### src/rtl/fetch_sequencer_if.sv
// Instruction-memory handshake, issue port and decoded flow-control bundle for fetch_sequencer.
// FETCH_EPC_EN adds the SIIC/RTI inputs and the epc output.
interface fetch_if #(
  parameter int PC_W = 16
);
  logic            imem_req;
  logic [PC_W-1:0] imem_addr;
  logic            imem_ready;
  logic [15:0]     imem_data;
  logic [15:0]     instr;
  logic            instr_valid;
  logic            stall;
  logic            HALT;
  logic            JMP;
  logic            JALR_op;
  logic            BR;
  logic            br_taken;
  logic [PC_W-1:0] rs_data;
  logic [PC_W-1:0] pc_plus2;
  logic            halted;
  logic            err;
`ifdef FETCH_EPC_EN
  logic            SIIC;
  logic            RTI;
  logic [PC_W-1:0] epc;
`endif

  modport master (
    output imem_req, imem_addr, instr, instr_valid, pc_plus2, halted, err,
    input  imem_ready, imem_data, stall, HALT, JMP, JALR_op, BR, br_taken, rs_data
`ifdef FETCH_EPC_EN
    ,
    input  SIIC, RTI,
    output epc
`endif
  );

  modport slave (
    input  imem_req, imem_addr, instr, instr_valid, pc_plus2, halted, err,
    output imem_ready, imem_data, stall, HALT, JMP, JALR_op, BR, br_taken, rs_data
`ifdef FETCH_EPC_EN
    ,
    output SIIC, RTI,
    input  epc
`endif
  );
endinterface

### src/rtl/fetch_sequencer.sv
// Fetch/issue front end: owns the PC, fetches one instruction at a time, then redirects or halts.
// Optional macro FETCH_EPC_EN adds SIIC/RTI handling with an EPC register.
module fetch_sequencer #(
  parameter int              PC_W     = 16,
  parameter logic [PC_W-1:0] RESET_PC = '0
`ifdef FETCH_EPC_EN
  ,
  parameter logic [PC_W-1:0] EXC_VECTOR = PC_W'(2)
`endif
) (
  input logic     clk,
  input logic     rst_n,
  fetch_if.master fb
);

  typedef enum logic [1:0] {S_FETCH, S_ISSUE, S_HALTED} state_t;

  state_t          r_state, w_state_nxt;
  logic [PC_W-1:0] r_pc, w_pc_nxt, w_pc_plus2, w_tgt;
  logic [15:0]     r_instr;
  logic            w_load, w_err, w_req, w_vld, w_halted;
`ifdef FETCH_EPC_EN
  logic [PC_W-1:0] r_epc, w_epc_nxt;
`endif

  function automatic logic [PC_W-1:0] sext8(input logic [7:0] v);
    logic signed [PC_W-1:0] s;
    s = {{(PC_W-8){v[7]}}, v};
    return s;
  endfunction

  function automatic logic [PC_W-1:0] sext11(input logic [10:0] v);
    logic signed [PC_W-1:0] s;
    s = {{(PC_W-11){v[10]}}, v};
    return s;
  endfunction

  assign w_pc_plus2 = r_pc + PC_W'(2);

  always_comb begin
    w_state_nxt = r_state;
    w_pc_nxt    = r_pc;
    w_load      = 1'b0;
    w_err       = 1'b0;
    w_req       = 1'b0;
    w_vld       = 1'b0;
    w_halted    = 1'b0;
`ifdef FETCH_EPC_EN
    w_epc_nxt   = r_epc;
`endif
    w_tgt       = fb.rs_data + sext8(r_instr[7:0]);
    case (r_state)
      S_FETCH: begin
        w_req = 1'b1;
        if (fb.imem_ready) begin
          w_load      = 1'b1;
          w_state_nxt = S_ISSUE;
        end
      end
      S_ISSUE: begin
        w_vld = 1'b1;
        // Decoder inputs only matter on the single non-stalled issue cycle
        if (!fb.stall) begin
          w_state_nxt = fb.HALT ? S_HALTED : S_FETCH;
          if (fb.HALT) begin
            w_pc_nxt = r_pc;
`ifdef FETCH_EPC_EN
          end else if (fb.SIIC) begin
            w_epc_nxt = w_pc_plus2;
            w_pc_nxt  = EXC_VECTOR;
          end else if (fb.RTI) begin
            w_pc_nxt = r_epc;
`endif
          end else if (fb.JALR_op) begin
            w_pc_nxt = {w_tgt[PC_W-1:1], 1'b0};
            w_err    = w_tgt[0];
          end else if (fb.JMP) begin
            w_pc_nxt = w_pc_plus2 + sext11(r_instr[10:0]);
          end else if (fb.BR && fb.br_taken) begin
            w_pc_nxt = w_pc_plus2 + sext8(r_instr[7:0]);
          end else begin
            w_pc_nxt = w_pc_plus2;
          end
        end
      end
      S_HALTED: w_halted = 1'b1;
      default:  w_state_nxt = S_FETCH;
    endcase
  end

  always_ff @(posedge clk) begin
    if (!rst_n) begin
      r_state <= S_FETCH;
      r_pc    <= RESET_PC;
      r_instr <= '0;
`ifdef FETCH_EPC_EN
      r_epc   <= '0;
`endif
    end else begin
      r_state <= w_state_nxt;
      r_pc    <= w_pc_nxt;
      if (w_load) r_instr <= fb.imem_data;
`ifdef FETCH_EPC_EN
      r_epc   <= w_epc_nxt;
`endif
    end
  end

  assign fb.imem_req    = w_req;
  assign fb.imem_addr   = r_pc;
  assign fb.instr       = r_instr;
  assign fb.instr_valid = w_vld;
  assign fb.pc_plus2    = w_pc_plus2;
  assign fb.halted      = w_halted;
  assign fb.err         = w_err;
`ifdef FETCH_EPC_EN
  assign fb.epc         = r_epc;
`endif

endmodule

### src/flat_wrapper.sv
// flat-port wrapper written by rule: the top's interface ports become plain ports
module fetch_sequencer_flat 
#(
  parameter int              PC_W     = 16,
  parameter logic [PC_W-1:0] RESET_PC = '0

)
  (clk, rst_n, fb_imem_req, fb_imem_addr, fb_instr, fb_instr_valid, fb_pc_plus2, fb_halted, fb_err, fb_imem_ready, fb_imem_data, fb_stall, fb_HALT, fb_JMP, fb_JALR_op, fb_BR, fb_br_taken, fb_rs_data);
  fetch_if #(.PC_W(PC_W)) fb_i ();
  input logic clk;
  input logic rst_n;
  output wire logic [$bits(fb_i.imem_req)-1:0] fb_imem_req;
  output wire logic [$bits(fb_i.imem_addr)-1:0] fb_imem_addr;
  output wire logic [$bits(fb_i.instr)-1:0] fb_instr;
  output wire logic [$bits(fb_i.instr_valid)-1:0] fb_instr_valid;
  output wire logic [$bits(fb_i.pc_plus2)-1:0] fb_pc_plus2;
  output wire logic [$bits(fb_i.halted)-1:0] fb_halted;
  output wire logic [$bits(fb_i.err)-1:0] fb_err;
  input wire logic [$bits(fb_i.imem_ready)-1:0] fb_imem_ready;
  input wire logic [$bits(fb_i.imem_data)-1:0] fb_imem_data;
  input wire logic [$bits(fb_i.stall)-1:0] fb_stall;
  input wire logic [$bits(fb_i.HALT)-1:0] fb_HALT;
  input wire logic [$bits(fb_i.JMP)-1:0] fb_JMP;
  input wire logic [$bits(fb_i.JALR_op)-1:0] fb_JALR_op;
  input wire logic [$bits(fb_i.BR)-1:0] fb_BR;
  input wire logic [$bits(fb_i.br_taken)-1:0] fb_br_taken;
  input wire logic [$bits(fb_i.rs_data)-1:0] fb_rs_data;
  assign fb_imem_req = fb_i.imem_req;
  assign fb_imem_addr = fb_i.imem_addr;
  assign fb_instr = fb_i.instr;
  assign fb_instr_valid = fb_i.instr_valid;
  assign fb_pc_plus2 = fb_i.pc_plus2;
  assign fb_halted = fb_i.halted;
  assign fb_err = fb_i.err;
  assign fb_i.imem_ready = fb_imem_ready;
  assign fb_i.imem_data = fb_imem_data;
  assign fb_i.stall = fb_stall;
  assign fb_i.HALT = fb_HALT;
  assign fb_i.JMP = fb_JMP;
  assign fb_i.JALR_op = fb_JALR_op;
  assign fb_i.BR = fb_BR;
  assign fb_i.br_taken = fb_br_taken;
  assign fb_i.rs_data = fb_rs_data;
  fetch_sequencer #(.PC_W(PC_W), .RESET_PC(RESET_PC)) u_core (.clk(clk), .rst_n(rst_n), .fb(fb_i));
endmodule
### config.mk
export PLATFORM = sky130hd
export DESIGN_NAME = fetch_sequencer_flat
export DESIGN_NICKNAME = d
export VERILOG_FILES = /design/src/rtl/fetch_sequencer_if.sv /design/src/rtl/fetch_sequencer.sv /design/src/flat_wrapper.sv
export SDC_FILE = /design/constraint.sdc
export NUM_CORES = 1
export LEC_CHECK = 0
export ABC_AREA = 1
export CAP_MARGIN = 10
export CORE_ASPECT_RATIO = 0.5
export CORE_UTILIZATION = 35
export CTS_CLUSTER_SIZE = 25
export DETAILED_ROUTE_END_ITERATION = 8
export GPL_ROUTABILITY_DRIVEN = 0
export PLACE_DENSITY = 0.71
export SETUP_SLACK_MARGIN = 0.5
export SLEW_MARGIN = 20
export SYNTH_ARGS = -nofsm -noshare
export SYNTH_HDL_FRONTEND = slang
export SYNTH_SLANG_ARGS = --single-unit
### constraint.sdc
create_clock -name clk -period 2.4 [get_ports clk]
set_input_delay 0.72 -clock clk [delete_from_list [all_inputs] [get_ports clk]]
set_output_delay 0.72 -clock clk [all_outputs]
set_load 0.1 [all_outputs]
# Yosys cells after proc, flatten, opt, wreduce, memory -nomap -nowiden
# Cells that the tools add are included.
dict set report totals {
  mem_count 0
  rom_bits 0
  register_bits 34
  mem_bits_rw 0
  latchBits 0
  input_bits 41
  output_inout_bits 52
}
dict set report op_classes {
  n_div 0
  muxes 16
  n_eq_ne 4
  order_cmp 0
  n_mul 0
  n_addsub 4
  shift 0
  bitwise 3
  reduce_logical 4
}
# operator n
set op_table {}
lappend op_table {{$add A16 B16 Y16} 3}
lappend op_table {{$mux W16} 3}
lappend op_table {{$add A16 B2 Y16 const B} 1}
lappend op_table {{$mux W1} 9}
lappend op_table {{$mux W2} 3}
lappend op_table {{$pmux W2 S3} 1}
lappend op_table {{$reduce_and A3 Y1} 2}
lappend op_table {{$ne A2 B2 Y1 const B} 2}
lappend op_table {{$not A1 Y1} 3}
lappend op_table {{$eq A2 B1 Y1 const B} 1}
lappend op_table {{$eq A2 B2 Y1 const B} 1}
lappend op_table {{$logic_not A2 Y1} 1}
lappend op_table {{$logic_and A1 B1 Y1} 1}

# Longest topological paths before layout
dict set report depth {
  depth_word 5
  mapped_depth 21
}

# Least setup slack after synthesis
# OpenSTA, ideal clock, no wires.
dict set report synth_path {
  kind {flip-flop to flip-flop}
  startpoint {register u_core.r_pc[3], in the netlist u_core.fb.imem_addr[3]}
  endpoint {register u_core.r_pc[15], in the netlist u_core.fb.imem_addr[15]}
  required_time_ns 2.276
  period_less_slack_ns 4.742
  arrival_time_ns 4.617
  setup_ns 0.124
  slack_ns -2.342
  path_stages_with_launch 16
  n_path_buf 0
  cell_sequence {dfxtp_1 -> nand3_1 -> nor2_1 -> nand2_1 -> xor2_1 -> ha_1 -> a21oi_1 -> nand2_1 -> a21oi_1 -> nand2_1 -> nand2_1 -> nand4_1 -> nand3_1 -> nand2_1 -> nand2_1 -> a21oi_2}
}
dict set report synth_between {
  elab_chain_cells 5
  word_cells_on_any_way 6
  cone_classes {add/sub: 3; mux: 3}
}
# element line_no
set synth_lines {}
lappend synth_lines {{start, declared} fetch_sequencer.sv:19} ;# logic [PC_W-1:0] r_pc, w_pc_nxt, w_pc_plus2, w_tgt;
lappend synth_lines {{start signal, assigned} fetch_sequencer.sv:101} ;# r_pc <= w_pc_nxt;
lappend synth_lines {{$add A16 B2 Y16 *} fetch_sequencer.sv:38} ;# assign w_pc_plus2 = r_pc + PC_W'(2);
lappend synth_lines {{named net fb_pc_plus2[10]} flat_wrapper.sv:16} ;# output wire logic [$bits(fb_i.pc_plus2)-1:0] fb_pc_plus2;
lappend synth_lines {{$add A16 B16 Y16} fetch_sequencer.sv:80} ;# w_pc_nxt = w_pc_plus2 + sext8(r_instr[7:0]);
lappend synth_lines {{$mux W16} fetch_sequencer.sv:79} ;# end else if (fb.BR && fb.br_taken) begin
lappend synth_lines {{$mux W16 *} fetch_sequencer.sv:77} ;# end else if (fb.JMP) begin
lappend synth_lines {{$mux W16 *} fetch_sequencer.sv:74} ;# end else if (fb.JALR_op) begin
# The timed path passes the listed nets; every way through them passes the cells marked *.
# A chain may end at the register's enable or synchronous reset.

# Worst setup path after layout
dict set report layout_path {
  startpoint {register u_core.r_pc[6], in the netlist u_core.fb.imem_addr[6]}
  endpoint {register u_core.r_pc[13], in the netlist u_core.fb.imem_addr[13]}
}
dict set report layout_between {
  elab_chain_cells 5
  word_cells_on_any_way 6
  cone_classes {add/sub: 3; mux: 3}
}
# element line_no
set layout_lines {}
lappend layout_lines {{$add A16 B2 Y16 *} fetch_sequencer.sv:38}
lappend layout_lines {{$add A16 B16 Y16} fetch_sequencer.sv:80}
lappend layout_lines {{$mux W16} fetch_sequencer.sv:79}
lappend layout_lines {{$mux W16 *} fetch_sequencer.sv:77}
lappend layout_lines {{$mux W16 *} fetch_sequencer.sv:74}
# Mark *: on every way between the ends. The rest lies on a longest branch, timed or not.

==> impl_table.tex <==
\begin{tabular}{lr}
\hline
Metric & Value \\
\hline
\multicolumn{2}{l}{\textbf{Outcome}} \\
\quad Outcome & finished, violations left \\
\quad Violated checks & DRC, setup timing \\
\multicolumn{2}{l}{\textbf{STA}} \\
\quad Worst slew pin tran & 434.2 ps \\
\quad Maximum clock skew at final layout & 18.59 ps \\
\quad Final setup margin & -676.0 ps \\
\quad Rel. slew slack & 71.02\% \\
\quad Final count of hold timing violations & 0 \\
\quad Post-layout min period & slightly above 3000 ps \\
\quad Max Transition Viols Final & 0 \\
\quad Setup total negative slack & -8273 ps \\
\quad Ratio of final minimum period to clock period & 128.2\% \\
\quad Max Freq & about 330 MHz \\
\quad Final setup violating endpoints & 25 \\
\quad Final hold slack & 489.2 ps \\
\quad RSZ-0062 raised after global routing & yes \\
\multicolumn{2}{l}{\textbf{Floorplan}} \\
\quad Initial core utilization & 36.03\% \\
\quad Floorplan die width & about 150 um \\
\quad I/O pin total & between 90 and 100 \\
\quad Area of the core & 11010 um\^{}2 \\
\quad Row count & 27 \\
\quad Die Y-Extent & 77.29 um \\
\quad Die area & 11790 um\^{}2 \\
\multicolumn{2}{l}{\textbf{Power and ir drop}} \\
\quad Clk pwr share & 25.0\% \\
\quad Flop pwr share & 20.6\% \\
\quad Leakage dissipation & 3.754 nW \\
\quad Overall power of the completed layout & 3.214 mW \\
\quad Int Power & 1.790 mW \\
\quad Proportion of power drawn by combinational gates & 54.4\% \\
\quad Pwr Density & 400.2 nW/um\^{}2 \\
\quad Largest vdd supply drop & around 0.32 mV \\
\quad Switching part of the total & between 40\% and 50\% \\
\quad Switching pwr & 1.424 mW \\
\multicolumn{2}{l}{\textbf{Global routing}} \\
\quad Total routing resource utilization after global routing & 29.73\% \\
\quad Initial antenna violation count & 0 \\
\quad Maximum number of pins on one net before global-route repair & 28 \\
\quad Number of global-route vias before repair & 5696 \\
\quad Congestion Overflow GR & 0 \\
\quad Wire length of the first global-routing pass & 27990 um \\
\multicolumn{2}{l}{\textbf{Synth}} \\
\quad Mapped Area & 3968 um\^{}2 \\
\quad Distinct cell type count of the synthesized netlist & 42 \\
\quad Cells after synthesis & around 660 \\
\quad Sequential element share of the synthesized area & 17.16\% \\
\quad Post-synthesis register bit count & 34 \\
\quad Synthesized net count & 746 \\
\quad Mapped Avg Cell Area & 5.984 um\^{}2 \\
\quad Yosys warnings & 0 \\
\multicolumn{2}{l}{\textbf{Final layout}} \\
\quad Fraction of layout cells with a size suffix above 1 & 48.39\% \\
\quad \# fillers & $\sim$700 \\
\quad Number of antenna repair diodes & 0 \\
\quad Final non-filler cell total & 1077 \\
\quad Total Nets Final & 1014 \\
\quad Combined area of the multi-input logic cells & 3896 um\^{}2 \\
\quad Sequential cell area & 742.0 um\^{}2 \\
\quad Growth of design area from synthesis to finish & 102.4\% \\
\quad Cell area after layout & about 8000 um\^{}2 \\
\multicolumn{2}{l}{\textbf{Route}} \\
\quad Total wire length after detailed routing & roughly 22000 um \\
\quad Number of antenna-violating nets in the routed design & 0 \\
\quad Post-detailed-route DRC marker count & 1 \\
\quad Vias after detailed routing & 6285 \\
\quad Drt pass-1 iters & 9 \\
\quad Drt initial violations & 840 \\
\quad WL per Instance & 20.14 um \\
\quad Vias per std cell & 5.836 \\
\multicolumn{2}{l}{\textbf{Clock network}} \\
\quad Cell chosen for the clock root & clkbuf\_16 \\
\quad TritonCTS clock tree & done \\
\quad Clock Path Buffers & 2 \\
\quad Num CTS Buffers & 5 \\
\quad Clk\_lat worst skew & $\sim$300 ps \\
\quad \# H-tree levels & 2 \\
\quad Clock sink count & 34 \\
\quad CTS clk-pin slew, worst paths & 80 ps \\
\multicolumn{2}{l}{\textbf{Placement}} \\
\quad Dpl hpwl & 12240 um \\
\quad Instance area after placement & between 6000 and 7000 um\^{}2 \\
\quad Number of cells in the design after placement & 1020 \\
\quad Quantity of I/O buffers inserted on ports & between 90 and 100 \\
\multicolumn{2}{l}{\textbf{Setup path}} \\
\quad Worst Setup Start Kind & flop \\
\quad Worst Path Class, Setup & flop to flop \\
\quad Kind of end point of the critical path & flop \\
\quad CP max FO & 5 \\
\quad Critical path data arrival time & 3300 ps \\
\quad Required arrival time at the worst endpoint & approximately 2600 ps \\
\multicolumn{2}{l}{\textbf{Job}} \\
\quad Max Cap Viol & 0 \\
\multicolumn{2}{l}{\textbf{Hold path}} \\
\quad Type of the tightest min-delay check & flop to flop \\
\hline
\end{tabular}
## logic make-up (layout without fill, tap and decap cells)
logic type | count (synthesis) | in the layout | share of synthesized area, %
buffers and inverters | 97 | 366 | 9.555
flip-flops | 34 | 34 | 17.16
AND/OR/NAND/NOR | 338 | 338 | 36.61
AO/OA/AOI/OAI | 130 | 130 | 18.01
adder cells (fa/ha/maj) | 42 | 42 | 13.62
XOR/XNOR | 22 | 22 | 5.046
## power groups by stage
stage | logic [mW] | registers, mW | clock network, mW
6_report | 1.75 | 0.664 | 0.802
5_1_grt | 1.82 | 0.665 | 0.823
4_1_cts | 1.56 | 0.654 | 0.766
3_5_place_dp | 1.41 | 0.662 | 0
3_3_place_gp | 1.39 | 0.661 | 0
2_1_floorplan | 0.605 | 0.902 | 0
## worst max-delay path, cell delays in order (launching register included)
cell and delay (ps):
dfxtp_4 400, nand4_1 210, nor2_4 230, buf_6 130, buf_12 90, xor2_4 290, ha_4 280, nand2_2 120
inv_1 80, nand2_1 90, nand2_1 120, a21oi_2 200, nand3_1 120, nand2_1 110, nor2_1 70, nor2_1 110
nand2_1 80, nand3_1 100, nand2_1 80, inv_1 80
## repair_timing
action / 4_1_cts / 5_1_grt
gates resized for setup: 144 / 93
endpoints found under the setup margin: 32 / 34
hold buffers: 0 / 0
buffers inserted: 25 / 24
pin swaps: 51 / 52
## cells in the mapped netlist, drive strengths merged
master  instances  share of area [%]
nand3b          5               0.95
nand2         169                 16
o21bai          3               0.57
clkinv          3               0.28
nand3          66                8.3
a31oi           4               0.63
or2             3               0.47
o31ai           1               0.19
nor3            7               0.88
a211oi          1               0.19
fa              2                1.0
xor2           16                3.7
o21a            3               0.57
o31a            1               0.22
buf             3               0.66
nor4            1               0.54
nor3b           1               0.19
and3            1               0.16
a21oi          58                7.4
inv            80                7.6
o211ai          5               0.95
nor2           77                7.7
xnor2           6                1.3
o22ai           1               0.16
and2            2               0.32
nand2b          1               0.16
a31o            2               0.44
clkbuf         11                1.0
o21ai          47                5.9
dfxtp          34                 17
a21o            4               0.76
nand4           5               0.79
ha             40                 13
## layout by cell type (no fill, tap or decap), types with 5 or more instances in the layout
cell type	instances
buf_12	29
clkinvlp_4	9
inv_2	11
xor2_2	5
clkbuf_16	5
nand2_1	122
nand4_1	5
nand3_2	14
clkdlybuf4s50_1	33
nor3_2	5
nor2_4	11
o211ai_1	5
a21oi_2	16
o21ai_0	31
buf_6	44
nor2_2	7
nand2_4	12
o21ai_2	5
xor2_1	5
dfxtp_4	14
nor2_1	59
dfxtp_2	7
xor2_4	6
a21oi_1	38
ha_1	18
ha_4	22
o21ai_1	11
inv_1	58
dfxtp_1	13
xnor2_1	6
nand3_1	48
nand3b_1	5
buf_4	164
nand2_2	35
## stage by stage
stage	worst slack, ps	util (%)
floorplan	-759.7	-
global placement	-383.0	59.29
detailed placement	-425.5	59.29
CTS	-248.3	67.92
global route	-701.7	72.92
finish	-676.0	72.92
## area by class of cell
cell class,instances,share of cell area [%]
clock inverters,3,0.5298
flip-flops and latches,34,9.240
inverters,83,4.394
multi-input cells,532,48.52
repair buffers,275,33.50
well taps,145,2.259
clock buffers,5,1.558
## per-layer routing
| metal | up-vias | GRT usage (%) | routed length [um] |
|---|---|---|---|
| met5 | - | 0 | 0 |
| met1 | 2862 | 35.43 | 7882 |
| met4 | 0 | 14.04 | 1739 |
| li1 | 2738 | - | - |
| met2 | 491 | 51.19 | 9659 |
| met3 | 194 | 6.501 | 2410 |
## flip-flops by register name, indices dropped and copies added (netlist names)
| register | count |
|---|---|
| u_core.fb.instr | 16 |
| u_core.r_state | 2 |
| u_core.fb.imem_addr | 16 |
## path summary, 6_finish.rpt
kind	startpoint	to	slack [ps]	depth (start not counted)
max	u_core.fb.imem_addr[6]	u_core.fb.imem_addr[13]	-680	19
min	u_core.fb.instr[13]	u_core.fb.instr[13]	490	2
max reg2reg	u_core.fb.imem_addr[6]	u_core.fb.imem_addr[13]	-680	19
min reg2reg	u_core.fb.instr[13]	u_core.fb.instr[13]	490	2
Note: power is estimated with default switching activity, not from simulation.
